File: src/rtl/mips_pkg.sv
// Shared constants and types for the single-cycle MIPS-I Harvard core.
package mips_pkg;

    localparam int unsigned XLEN   = 32;
    localparam int unsigned REG_AW = 5;
    localparam int unsigned NREGS  = 32;

    localparam logic [31:0] RESET_VECTOR = 32'hBFC0_0000;
    localparam logic [31:0] HALT_ADDR    = 32'h0000_0000;

    localparam logic [5:0] OP_SPECIAL = 6'd0;
    localparam logic [5:0] OP_REGIMM  = 6'd1;
    localparam logic [5:0] OP_J       = 6'd2;
    localparam logic [5:0] OP_JAL     = 6'd3;
    localparam logic [5:0] OP_BEQ     = 6'd4;
    localparam logic [5:0] OP_BNE     = 6'd5;
    localparam logic [5:0] OP_BLEZ    = 6'd6;
    localparam logic [5:0] OP_BGTZ    = 6'd7;
    localparam logic [5:0] OP_ADDIU   = 6'd9;
    localparam logic [5:0] OP_SLTI    = 6'd10;
    localparam logic [5:0] OP_SLTIU   = 6'd11;
    localparam logic [5:0] OP_ANDI    = 6'd12;
    localparam logic [5:0] OP_ORI     = 6'd13;
    localparam logic [5:0] OP_XORI    = 6'd14;
    localparam logic [5:0] OP_LUI     = 6'd15;
    localparam logic [5:0] OP_LW      = 6'd35;
    localparam logic [5:0] OP_SW      = 6'd43;

    localparam logic [5:0] FN_SLL  = 6'd0;
    localparam logic [5:0] FN_SRL  = 6'd2;
    localparam logic [5:0] FN_SRA  = 6'd3;
    localparam logic [5:0] FN_SLLV = 6'd4;
    localparam logic [5:0] FN_SRLV = 6'd6;
    localparam logic [5:0] FN_SRAV = 6'd7;
    localparam logic [5:0] FN_JR   = 6'd8;
    localparam logic [5:0] FN_JALR = 6'd9;
    localparam logic [5:0] FN_ADDU = 6'd33;
    localparam logic [5:0] FN_SUBU = 6'd35;
    localparam logic [5:0] FN_AND  = 6'd36;
    localparam logic [5:0] FN_OR   = 6'd37;
    localparam logic [5:0] FN_XOR  = 6'd38;
    localparam logic [5:0] FN_NOR  = 6'd39;
    localparam logic [5:0] FN_SLT  = 6'd42;
    localparam logic [5:0] FN_SLTU = 6'd43;

    localparam logic [4:0] RT_BLTZ   = 5'd0;
    localparam logic [4:0] RT_BGEZ   = 5'd1;
    localparam logic [4:0] RT_BLTZAL = 5'd16;
    localparam logic [4:0] RT_BGEZAL = 5'd17;

    typedef enum logic [3:0] {
        ALU_ADD, ALU_SUB, ALU_AND, ALU_OR, ALU_XOR, ALU_NOR, ALU_SLT,
        ALU_SLTU, ALU_SLL, ALU_SRL, ALU_SRA, ALU_LUI, ALU_LINK
    } alu_op_e;

endpackage

File: src/rtl/mips_cpu_harvard_core_regfile.sv
// 32x32 GPR file: two combinational read ports, one posedge write port, $0 reads as zero.
module mips_regfile
    import mips_pkg::*;
(
    input  logic              clk,
    input  logic              rst_n,
    input  logic              we,
    input  logic [REG_AW-1:0] waddr,
    input  logic [XLEN-1:0]   wdata,
    input  logic [REG_AW-1:0] raddr_a,
    output logic [XLEN-1:0]   rdata_a,
    input  logic [REG_AW-1:0] raddr_b,
    output logic [XLEN-1:0]   rdata_b,
    output logic [XLEN-1:0]   reg_v0
);

    logic [XLEN-1:0] regs_q [NREGS];
    logic [XLEN-1:0] regs_d [NREGS];

    always_comb begin
        regs_d = regs_q;
        if (we && (waddr != '0)) begin
            regs_d[waddr] = wdata;
        end
    end

    always_ff @(posedge clk or negedge rst_n) begin
        if (!rst_n) begin
            regs_q <= '{default: '0};
        end else begin
            regs_q <= regs_d;
        end
    end

    assign rdata_a = (raddr_a == '0) ? '0 : regs_q[raddr_a];
    assign rdata_b = (raddr_b == '0) ? '0 : regs_q[raddr_b];
    assign reg_v0  = regs_q[2];

endmodule

File: src/rtl/mips_cpu_harvard_core.sv
// Single-cycle MIPS-I integer core with separate instruction and data ports and a branch delay slot.
module mips_cpu_harvard_core #(
    parameter logic [31:0] RESET_VECTOR = mips_pkg::RESET_VECTOR,
    parameter logic [31:0] HALT_ADDR    = mips_pkg::HALT_ADDR
) (
    input  logic        clk,
    input  logic        reset,
    output logic        active,
    output logic [31:0] register_v0,
    input  logic        clk_enable,
    output logic [31:0] instr_address,
    input  logic [31:0] instr_readdata,
    output logic [31:0] data_address,
    output logic        data_write,
    output logic        data_read,
    output logic [31:0] data_writedata,
    input  logic [31:0] data_readdata
);
    import mips_pkg::*;

    logic [XLEN-1:0] pc_q, pc_d, npc_q, npc_d;
    logic            halted, commit;

    logic [5:0]        op, funct;
    logic [REG_AW-1:0] rs, rt, rd, shamt, shift_amt;
    logic [15:0]       imm16;
    logic [XLEN-1:0]   imm_s, imm_z, seq_pc, link_addr, branch_target, jump_target;
    logic [XLEN-1:0]   rs_val, rt_val, op_b, alu_res, wb_data, br_target;
    logic [REG_AW-1:0] wr_addr;
    logic              wr_en, shift_var, br_taken, is_load, is_store;
    alu_op_e           alu_op;

    assign halted = (pc_q == HALT_ADDR);
    assign active = reset & ~halted;
    assign commit = clk_enable & active;

    assign op     = instr_readdata[31:26];
    assign rs     = instr_readdata[25:21];
    assign rt     = instr_readdata[20:16];
    assign rd     = instr_readdata[15:11];
    assign shamt  = instr_readdata[10:6];
    assign funct  = instr_readdata[5:0];
    assign imm16  = instr_readdata[15:0];
    assign imm_s  = {{16{imm16[15]}}, imm16};
    assign imm_z  = {16'h0000, imm16};

    assign seq_pc        = pc_q + 32'd4;
    assign link_addr     = pc_q + 32'd8;
    assign branch_target = seq_pc + {imm_s[29:0], 2'b00};
    assign jump_target   = {seq_pc[31:28], instr_readdata[25:0], 2'b00};

    mips_regfile u_regfile (
        .clk     (clk),
        .rst_n   (reset),
        .we      (wr_en & commit),
        .waddr   (wr_addr),
        .wdata   (wb_data),
        .raddr_a (rs),
        .rdata_a (rs_val),
        .raddr_b (rt),
        .rdata_b (rt_val),
        .reg_v0  (register_v0)
    );

    // Decode: unknown opcodes/functs fall through the defaults and behave as NOP.
    always_comb begin
        alu_op    = ALU_ADD;
        op_b      = rt_val;
        shift_var = 1'b0;
        wr_en     = 1'b0;
        wr_addr   = rd;
        br_taken  = 1'b0;
        br_target = branch_target;
        is_load   = 1'b0;
        is_store  = 1'b0;
        case (op)
            OP_SPECIAL: begin
                wr_en = 1'b1;
                case (funct)
                    FN_SLL:  alu_op = ALU_SLL;
                    FN_SRL:  alu_op = ALU_SRL;
                    FN_SRA:  alu_op = ALU_SRA;
                    FN_SLLV: begin alu_op = ALU_SLL; shift_var = 1'b1; end
                    FN_SRLV: begin alu_op = ALU_SRL; shift_var = 1'b1; end
                    FN_SRAV: begin alu_op = ALU_SRA; shift_var = 1'b1; end
                    FN_JR:   begin wr_en = 1'b0; br_taken = 1'b1; br_target = rs_val; end
                    FN_JALR: begin alu_op = ALU_LINK; br_taken = 1'b1; br_target = rs_val; end
                    FN_ADDU: alu_op = ALU_ADD;
                    FN_SUBU: alu_op = ALU_SUB;
                    FN_AND:  alu_op = ALU_AND;
                    FN_OR:   alu_op = ALU_OR;
                    FN_XOR:  alu_op = ALU_XOR;
                    FN_NOR:  alu_op = ALU_NOR;
                    FN_SLT:  alu_op = ALU_SLT;
                    FN_SLTU: alu_op = ALU_SLTU;
                    default: wr_en = 1'b0;
                endcase
            end
            OP_REGIMM: begin
                // Linking forms write $31 whether or not the branch is taken.
                alu_op  = ALU_LINK;
                wr_addr = 5'd31;
                case (rt)
                    RT_BLTZ:   br_taken = rs_val[31];
                    RT_BGEZ:   br_taken = ~rs_val[31];
                    RT_BLTZAL: begin br_taken = rs_val[31];  wr_en = 1'b1; end
                    RT_BGEZAL: begin br_taken = ~rs_val[31]; wr_en = 1'b1; end
                    default:   br_taken = 1'b0;
                endcase
            end
            OP_J:    begin br_taken = 1'b1; br_target = jump_target; end
            OP_JAL:  begin
                br_taken  = 1'b1;
                br_target = jump_target;
                alu_op    = ALU_LINK;
                wr_en     = 1'b1;
                wr_addr   = 5'd31;
            end
            OP_BEQ:  br_taken = (rs_val == rt_val);
            OP_BNE:  br_taken = (rs_val != rt_val);
            OP_BLEZ: br_taken = rs_val[31] | (rs_val == '0);
            OP_BGTZ: br_taken = ~rs_val[31] & (rs_val != '0);
            OP_ADDIU: begin op_b = imm_s; wr_en = 1'b1; wr_addr = rt; end
            OP_SLTI:  begin alu_op = ALU_SLT;  op_b = imm_s; wr_en = 1'b1; wr_addr = rt; end
            OP_SLTIU: begin alu_op = ALU_SLTU; op_b = imm_s; wr_en = 1'b1; wr_addr = rt; end
            OP_ANDI:  begin alu_op = ALU_AND;  op_b = imm_z; wr_en = 1'b1; wr_addr = rt; end
            OP_ORI:   begin alu_op = ALU_OR;   op_b = imm_z; wr_en = 1'b1; wr_addr = rt; end
            OP_XORI:  begin alu_op = ALU_XOR;  op_b = imm_z; wr_en = 1'b1; wr_addr = rt; end
            OP_LUI:   begin alu_op = ALU_LUI;  wr_en = 1'b1; wr_addr = rt; end
            OP_LW:    begin is_load = 1'b1; wr_en = 1'b1; wr_addr = rt; end
            OP_SW:    is_store = 1'b1;
            default:  wr_en = 1'b0;
        endcase
    end

    assign shift_amt = shift_var ? rs_val[4:0] : shamt;

    always_comb begin
        alu_res = '0;
        case (alu_op)
            ALU_ADD:  alu_res = rs_val + op_b;
            ALU_SUB:  alu_res = rs_val - op_b;
            ALU_AND:  alu_res = rs_val & op_b;
            ALU_OR:   alu_res = rs_val | op_b;
            ALU_XOR:  alu_res = rs_val ^ op_b;
            ALU_NOR:  alu_res = ~(rs_val | op_b);
            ALU_SLT:  alu_res = {31'd0, $signed(rs_val) < $signed(op_b)};
            ALU_SLTU: alu_res = {31'd0, rs_val < op_b};
            ALU_SLL:  alu_res = rt_val << shift_amt;
            ALU_SRL:  alu_res = rt_val >> shift_amt;
            ALU_SRA:  alu_res = 32'($signed(rt_val) >>> shift_amt);
            ALU_LUI:  alu_res = {imm16, 16'h0000};
            ALU_LINK: alu_res = link_addr;
            default:  alu_res = '0;
        endcase
    end

    assign wb_data        = is_load ? data_readdata : alu_res;
    assign data_address   = rs_val + imm_s;
    assign data_writedata = rt_val;
    assign data_read      = is_load & commit;
    assign data_write     = is_store & commit;
    assign instr_address  = pc_q;

    // The delay slot comes from npc_q; a taken branch only redirects the fetch after it.
    always_comb begin
        pc_d  = pc_q;
        npc_d = npc_q;
        if (commit) begin
            pc_d  = npc_q;
            npc_d = br_taken ? br_target : npc_q + 32'd4;
        end
    end

    always_ff @(posedge clk or negedge reset) begin
        if (!reset) begin
            pc_q  <= RESET_VECTOR;
            npc_q <= RESET_VECTOR + 32'd4;
        end else begin
            pc_q  <= pc_d;
            npc_q <= npc_d;
        end
    end

endmodule

File: config.mk
export PLATFORM = sky130hd
export DESIGN_NAME = mips_cpu_harvard_core
export DESIGN_NICKNAME = d
export VERILOG_FILES = /design/src/rtl/mips_pkg.sv /design/src/rtl/mips_cpu_harvard_core_regfile.sv /design/src/rtl/mips_cpu_harvard_core.sv
export SDC_FILE = /design/constraint.sdc
export NUM_CORES = 2
export LEC_CHECK = 0
export CAP_MARGIN = 20
export CORE_MARGIN = 1.5
export CORE_UTILIZATION = 41
export DETAILED_ROUTE_END_ITERATION = 7
export PLACE_DENSITY = 0.59
export SLEW_MARGIN = 20
export SYNTH_ARGS = -nofsm -noshare
export SYNTH_HDL_FRONTEND = slang
export SYNTH_SLANG_ARGS = --single-unit
export TNS_END_PERCENT = 50
File: constraint.sdc
create_clock -name clk -period 14 [get_ports clk]
set_clock_uncertainty 0.1 [all_clocks]
set_input_delay 2.1 -clock clk [delete_from_list [all_inputs] [get_ports clk]]
set_output_delay 2.1 -clock clk [all_outputs]
set_load 0.01 [all_outputs]
== Yosys cells after proc, flatten, opt, wreduce, memory -nomap -nowiden ==
Index checks and enable logic that the tools add are counted.

* Flip-flop bits (word level): 1088
* Bits of input ports: 67
* Output and inout bits: 131
* Logic and storage cells: 171

* $add $sub $neg: 7
* $lt $le $gt $ge: 6
* Equality and inequality tests: 48
* Shift operators: 3
* Muxes and demuxes: 31
* Bitwise operators: 16
* Reduce and logical (&&, ||, !) cells: 26

{| class="wikitable"
|+ Operators by type and width
! kind !! number
|-
| 1024-bit bitwise mux || 1
|-
| 32-bit one-hot mux with 13 select lines || 1
|-
| 32-bit binary-select mux with 5-bit select || 2
|-
| 32-bit two-way mux || 10
|-
| 32-bit demux with 5-bit select || 1
|-
| 32-bit one-hot mux with 2 select lines || 2
|-
| 32-bit adder || 3
|-
| 32-bit by 3-bit adder with 32-bit output (second input constant) || 2
|-
| 32-bit zero test || 2
|-
| 32-bit less-than comparator || 2
|-
| 6-bit equality test (second input constant) || 10
|-
| 6-bit by 4-bit equality test with 1-bit output (second input constant) || 9
|-
| 4-bit one-hot mux with 11 select lines || 1
|-
| 6-bit by 3-bit equality test with 1-bit output (second input constant) || 7
|-
| 32-bit by 4-bit adder with 32-bit output (second input constant) || 1
|-
| 32-bit bitwise AND || 1
|-
| 32-bit equality test || 1
|-
| 32-bit != test || 1
|-
| 32-bit inverter || 1
|-
| 32-bit OR || 1
|-
| 4-bit one-hot mux with 8 select lines || 1
|-
| 32-bit nonzero test || 1
|-
| 32-bit by 5-bit << shifter with 32-bit output || 1
|-
| 32-bit by 5-bit right shift with 32-bit output || 1
|-
| other kinds (33) || 74
|}

== Depth between registers and ports, before layout ==
* Depth in word-level cells: 11
* Gate-level depth with buffers: 28
* Depth with buffers taken out: 21

== Cells and area by module ==
Synthesis repeated with hierarchy kept, for this count alone.

* Cell total of the unflattened synthesis: 6359
* Area, all modules: 73246.5 um^2

{| class="wikitable"
|+ Modules (own cells, without submodules)
! module !! instances !! cells an instance !! area an instance (um^2) !! sequential area each (um^2)
|-
| mips_regfile || 1 || 3655 || 54701.2 || 25624.6
|-
| mips_cpu_harvard_core || 1 || 2704 || 18545.3 || 1625.3
|}

== Least setup slack after synthesis ==
Ideal clock, no wire load.

* Path type: input port to output port
* From: in instr_readdata[21]
* To: out data_address[31]
* Arrival: 6.744 ns
* Required time: 11.800 ns
* Setup slack: 5.056 ns
* Cell stages on the path: 23
* Path buffers: 6
* Cells stage by stage: buf_6 -> buf_8 -> buf_8 -> buf_8 -> buf_6 -> buf_2 -> mux4_2 -> a22o_1 -> o21ai_0 -> o41a_1 -> inv_1 -> ha_1 -> and2_1 -> o21ai_0 -> o31ai_1 -> o41a_1 -> a41o_1 -> a221o_1 -> a311oi_1 -> o21ai_0 -> nand2_1 -> a311o_1 -> xnor2_1

* Longest elaborated chain between the ends: 6
* Elaborated cells between the ends (all ways): 7
* Classes of those cells: add/sub: 1; mux: 4; bitwise: 1; reduce/logical: 1

{| class="wikitable"
|+ RTL lines
! what !! RTL line !! text
|-
| start: declaration || mips_cpu_harvard_core.sv:12 || <nowiki>input logic [31:0] instr_readdata,</nowiki>
|-
| 5-bit inverter with 6-bit output (not written as such) || mips_cpu_harvard_core_regfile.sv:35 || <nowiki>assign rdata_a = (raddr_a == '0) ? '0 : regs_q[raddr_a];</nowiki>
|-
| 32-bit binary-select mux with 5-bit select || mips_cpu_harvard_core_regfile.sv:35 ||
|-
| 32-bit two-way mux (not written as such) (2 in a row) || mips_cpu_harvard_core_regfile.sv:35 ||
|-
| 32-bit two-way mux (*) || mips_cpu_harvard_core_regfile.sv:35 ||
|-
| 32-bit adder (*) || mips_cpu_harvard_core.sv:159 || <nowiki>assign data_address = rs_val + imm_s;</nowiki>
|-
| end: declaration || mips_cpu_harvard_core.sv:13 || <nowiki>output logic [31:0] data_address,</nowiki>
|}

Mark *: on every way between the ends. The rest lies on a longest branch, timed or not. The select of a mux whose other input is x is not followed.

== Final worst setup path ==
* From: in instr_readdata[25]
* To: out data_address[31]

The elaborated chain is that of the path after synthesis.

==> flow_summary_export.csv <==
group,metric,value,unit
status,status,"finished, violations left",
status,failed_checks,"DRC",
global_routing,grt_max_degree,151,
floorplanning,rows,154,
finish,drive_gt1_share,20.0,%
setup_path,path_cells,"clkdlybuf4s50_1 -> nand3b_1 -> buf_4 -> o22ai_1 -> a211oi_1 -> o21ai_1 -> inv_1 -> ha_1 -> o21ai_0 -> o31ai_1 -> o41a_1 -> a41o_1 -> a221o_1 -> a311oi_1 -> o21ai_0 -> nand2_1 -> a311o_1 -> xnor2_1 -> clkdlybuf4s50_1",
logic_synthesis,synthMuxAreaShare,24.6,%
finish,multi_input_area,41900,µm²
floorplanning,io_pins,198,
setup_path,cp.arrival,9.46,ns
global_routing,track_usage,34.7,%
logic_synthesis,synth_xor_area_share,1.67,%
timing,maxSlewViolCount,0,
clock_tree,cts_tree,"yes",
global_routing,grt_busiest_layer,"met2",
timing,rsz0062_at_grt,"false",
global_routing,grtUsageMet1,45.2,%
placement,io_buffers,197,
drt,post-route-drc-count,56,
setup_path,worstReg2RegStart,"u_regfile.regs_q[398]",
drt,wire_per_inst,33.8,µm
logic_synthesis,synth.avg_cell_area,10.2,µm²
power_and_ir_drop,vdd_ir_drop_max,0.118,mV
logic_synthesis,synth_cell_types,109,
clock_tree,clk_path_buf_depth,3,
logic_synthesis,yosys.area_share.simple,11.4,%
min_path,hp-class,"register to register",
timing,clock.fmax,85.8,MHz
global_routing,use_met2,52.4,%
logic_synthesis,async_reset_ff_share,100,%
timing,min_period,11.66,ns
logic_synthesis,synth_edf_count,0,
logic_synthesis,synth_fa_ha_area_share,3.07,%
timing,finalHoldViolCount,0,
setup_path,crit_path_end_kind,"output port",
timing,finalCritPeriodShare,83.3,%
logic_synthesis,synth_area_leader_cell,"dfrtp_1",
power_and_ir_drop,power_leakage,34.1,nW
global_routing,grt-ovfl-total,0,
placement,gp_congestion,1.04,
floorplanning,die_height,424,µm
setup_path,crit_buf_inv,4,
setup_path,cp_slowest_stage_delay,0.94,ns
clock_tree,ctsResizeCount,0,
logic_synthesis,yosys_warnings,0,
timing,relSlewSlack,18.3,%
setup_path,cp-start-kind,"primary input",
setup_path,critPathTopFamily,"compound AO/OA/AOI/OAI gates",
drt,first_pass_iters,8,
timing,setup-violations-final,0,
drt,wl,317000,µm
logic_synthesis,synth_fp_nets,7382,
finish,final_cell_count_no_fill,9398,
placement,dpl_cell_area,76400,µm²
logic_synthesis,synth_top_area_share,36.7,%
setup_path,critPathMaxFanout,10,
clock_tree,cts_root_buffer,"clkbuf_16",
clock_tree,cts.sinks,1088,
global_routing,grt_pass1_wl,451000,µm
logic_synthesis,yosysMostFrequentCell,"nand2_1",
drt,drt_iter0_markers,8329,
clock_tree,clkTransAtPathRegs,0.06,ns
finish,final_area,80500,µm²
power_and_ir_drop,pwr_density_cell,112,nW/µm²
clock_tree,post-cts-setup-buffers,0,
drt,drtAntennaViolNets,0,
clock_tree,h-tree-depth,3,
placement,dpl.cell_count,9178,
timing,tns,0,ns
floorplanning,start_util,41.3,%
global_routing,grt_pass1_vias,59628,
floorplanning,die_area,180000,µm²
logic_synthesis,synthTopCellsByArea,"dfrtp_1 (37%), mux4_2 (16%), nand2_1 (6.0%)",
setup_path,worst-setup-path-type,"primary input to output port",
clock_tree,numCtsBuffers,119,
logic_synthesis,synth_common_cells,"nand2_1 (1165), dfrtp_1 (1069), o21ai_0 (830), mux4_2 (503), clkbuf_1 (479)",
timing,tightest_slew,1.22,ns
placement,dp_hpwl,216000,µm
logic_synthesis,synth_compound_area_share,16.2,%
min_path,hp-start,"u_regfile.regs_q[1021]",
clock_tree,insertion_delay,0.82,ns
clock_tree,holdBufCountCts,0,
logic_synthesis,synth_top_family_by_area,"multiplexers",
logic_synthesis,synth_ff_type,"dfrtp_1",
job,drv_cap,0,
floorplanning,die_w,424,µm
finish,finalNetCount,7205,
setup_path,crit_path_start,"instr_readdata[25]",
logic_synthesis,yosysSeqAreaShare,37.4,%
logic_synthesis,synth_cells,7139,
drt,routed-via-count,62226,
logic_synthesis,ys_seq_elements,1088,
setup_path,r2r_setup_slack,6.40,ns
finish,seq_area,27200,µm²
setup_path,critPathSlowestCell,"clkdlybuf4s50_1",
floorplanning,core,176000,µm²
setup_path,worstPathRequired,11.80,ns
drt,via_per_inst,6.62,
global_routing,antenna_found_initial,12,
global_routing,use_met3,8.39,%
finish,area_growth_syn_to_layout,10.5,%
logic_synthesis,syn-cell-area,72800,µm²
finish,nFillCells,16499,
==> power breakdown <==
| part | switching [mW] | internal [mW] | leakage [nW] | total [mW] |
|---|---|---|---|---|
| combinational | 1.44 | 0.798 | 17.2 | 2.24 |
| sequential | 0.213 | 3.33 | 15.0 | 3.54 |
| clock | 1.39 | 1.86 | 1.96 | 3.24 |
==> cells by family (layout without fill, tap and decap cells) <==
family                   Yosys count  after routing
adder cells (fa/ha/maj)          176            176
AO/OA/AOI/OAI                   1841           1841
other                              0              6
multiplexers                    1076           1076
XOR/XNOR                         139            139
AND/OR/NAND/NOR                 1936           1936
buffers and inverters            883            796
flip-flops                      1088           1088
==> routing by layer <==
layer / part of all wire [%] / vias up / wire (µm)
li1: - / 26023 / -
met4: 7.1 / 4 / 22600
met2: 44 / 3678 / 140000
met1: 39 / 31647 / 124000
met5: 0.0085 / - / 27
met3: 9.9 / 874 / 31300
==> cells in the final DEF (no fill, tap or decap), types with 29 or more instances in the layout <==
cell type / synthesis / routed
a211oi_1: 56 / 53
a21o_1: 52 / 51
a21oi_1: 184 / 179
a221oi_1: 56 / 55
a22oi_1: 50 / 50
a31oi_1: 37 / 35
buf_4: 72 / 219
clkbuf_16: 0 / 120
clkbuf_8: 0 / 29
clkdlybuf4s50_1: 0 / 186
dfrtp_1: 1069 / 1069
ha_1: 172 / 172
inv_1: 156 / 154
mux2_2: 306 / 306
mux2i_1: 239 / 239
mux4_2: 503 / 503
nand2_1: 1165 / 1139
nand3_1: 105 / 105
nand4_1: 36 / 36
nor2_1: 305 / 299
nor2b_1: 31 / 30
nor3_1: 81 / 76
o211ai_1: 42 / 42
o21a_1: 48 / 48
o21ai_0: 830 / 823
o221ai_1: 31 / 31
o22ai_1: 72 / 67
o31ai_1: 93 / 92
xnor2_1: 97 / 97
xor2_1: 42 / 42
==> path summary, 6_finish.rpt <==
kind | endpoint | cells past startpoint
max | data_address[31] | 19
min | u_regfile.regs_q[1021] | 0
max reg2reg | npc_q[0] | 13
min reg2reg | u_regfile.regs_q[1021] | 0
max in group asynchronous | u_regfile.regs_q[428] | 6
min in group asynchronous | u_regfile.regs_q[506] | 1
==> worst register-to-register path, delay by kind of cell (launching register included) <==
kind	cells	cell delay, ns
and+or+nand+nor	4	2.58
muxes	4	2.16
AOI/OAI and AO/OA	3	1.81
DFF	1	0.40
buffers and inverters	1	0.27
xor gates and xnor gates	1	0.16
==> stage by stage <==
stage | worst slack (ns) | total power, mW | utilization (%) | hold WS [ns]
global placement | 2.65 | 5.74 | 43.3 | 0.261
detailed placement | 2.63 | 5.76 | 43.3 | 0.263
CTS | 2.59 | 8.99 | 45.6 | 0.277
floorplan | 5.06 | 4.81 | - | 0.325
finish | 2.34 | 9.03 | 45.6 | 0.278
global route | 2.22 | 9.32 | 45.6 | 0.281
==> layout make-up <==
cell class | instances | share of cell area, %
Timing Repair Buffer | 423 | 4.69
Antenna cell | 6 | 0.0187
Tap cell | 2340 | 3.64
Inverter | 162 | 0.760
Clock buffer | 177 | 4.36
Sequential cell | 1088 | 33.9
Multi-Input combinational cell | 5168 | 52.1
Clock inverter | 34 | 0.613
==> sequential cells by signal, indices dropped and copies added, names as in the netlist <==
signal            flops
instr_address        32
npc_q                32
u_regfile.reg_v0     32
u_regfile.regs_q    992
No activity file was read; power rests on OpenSTA's default activity.
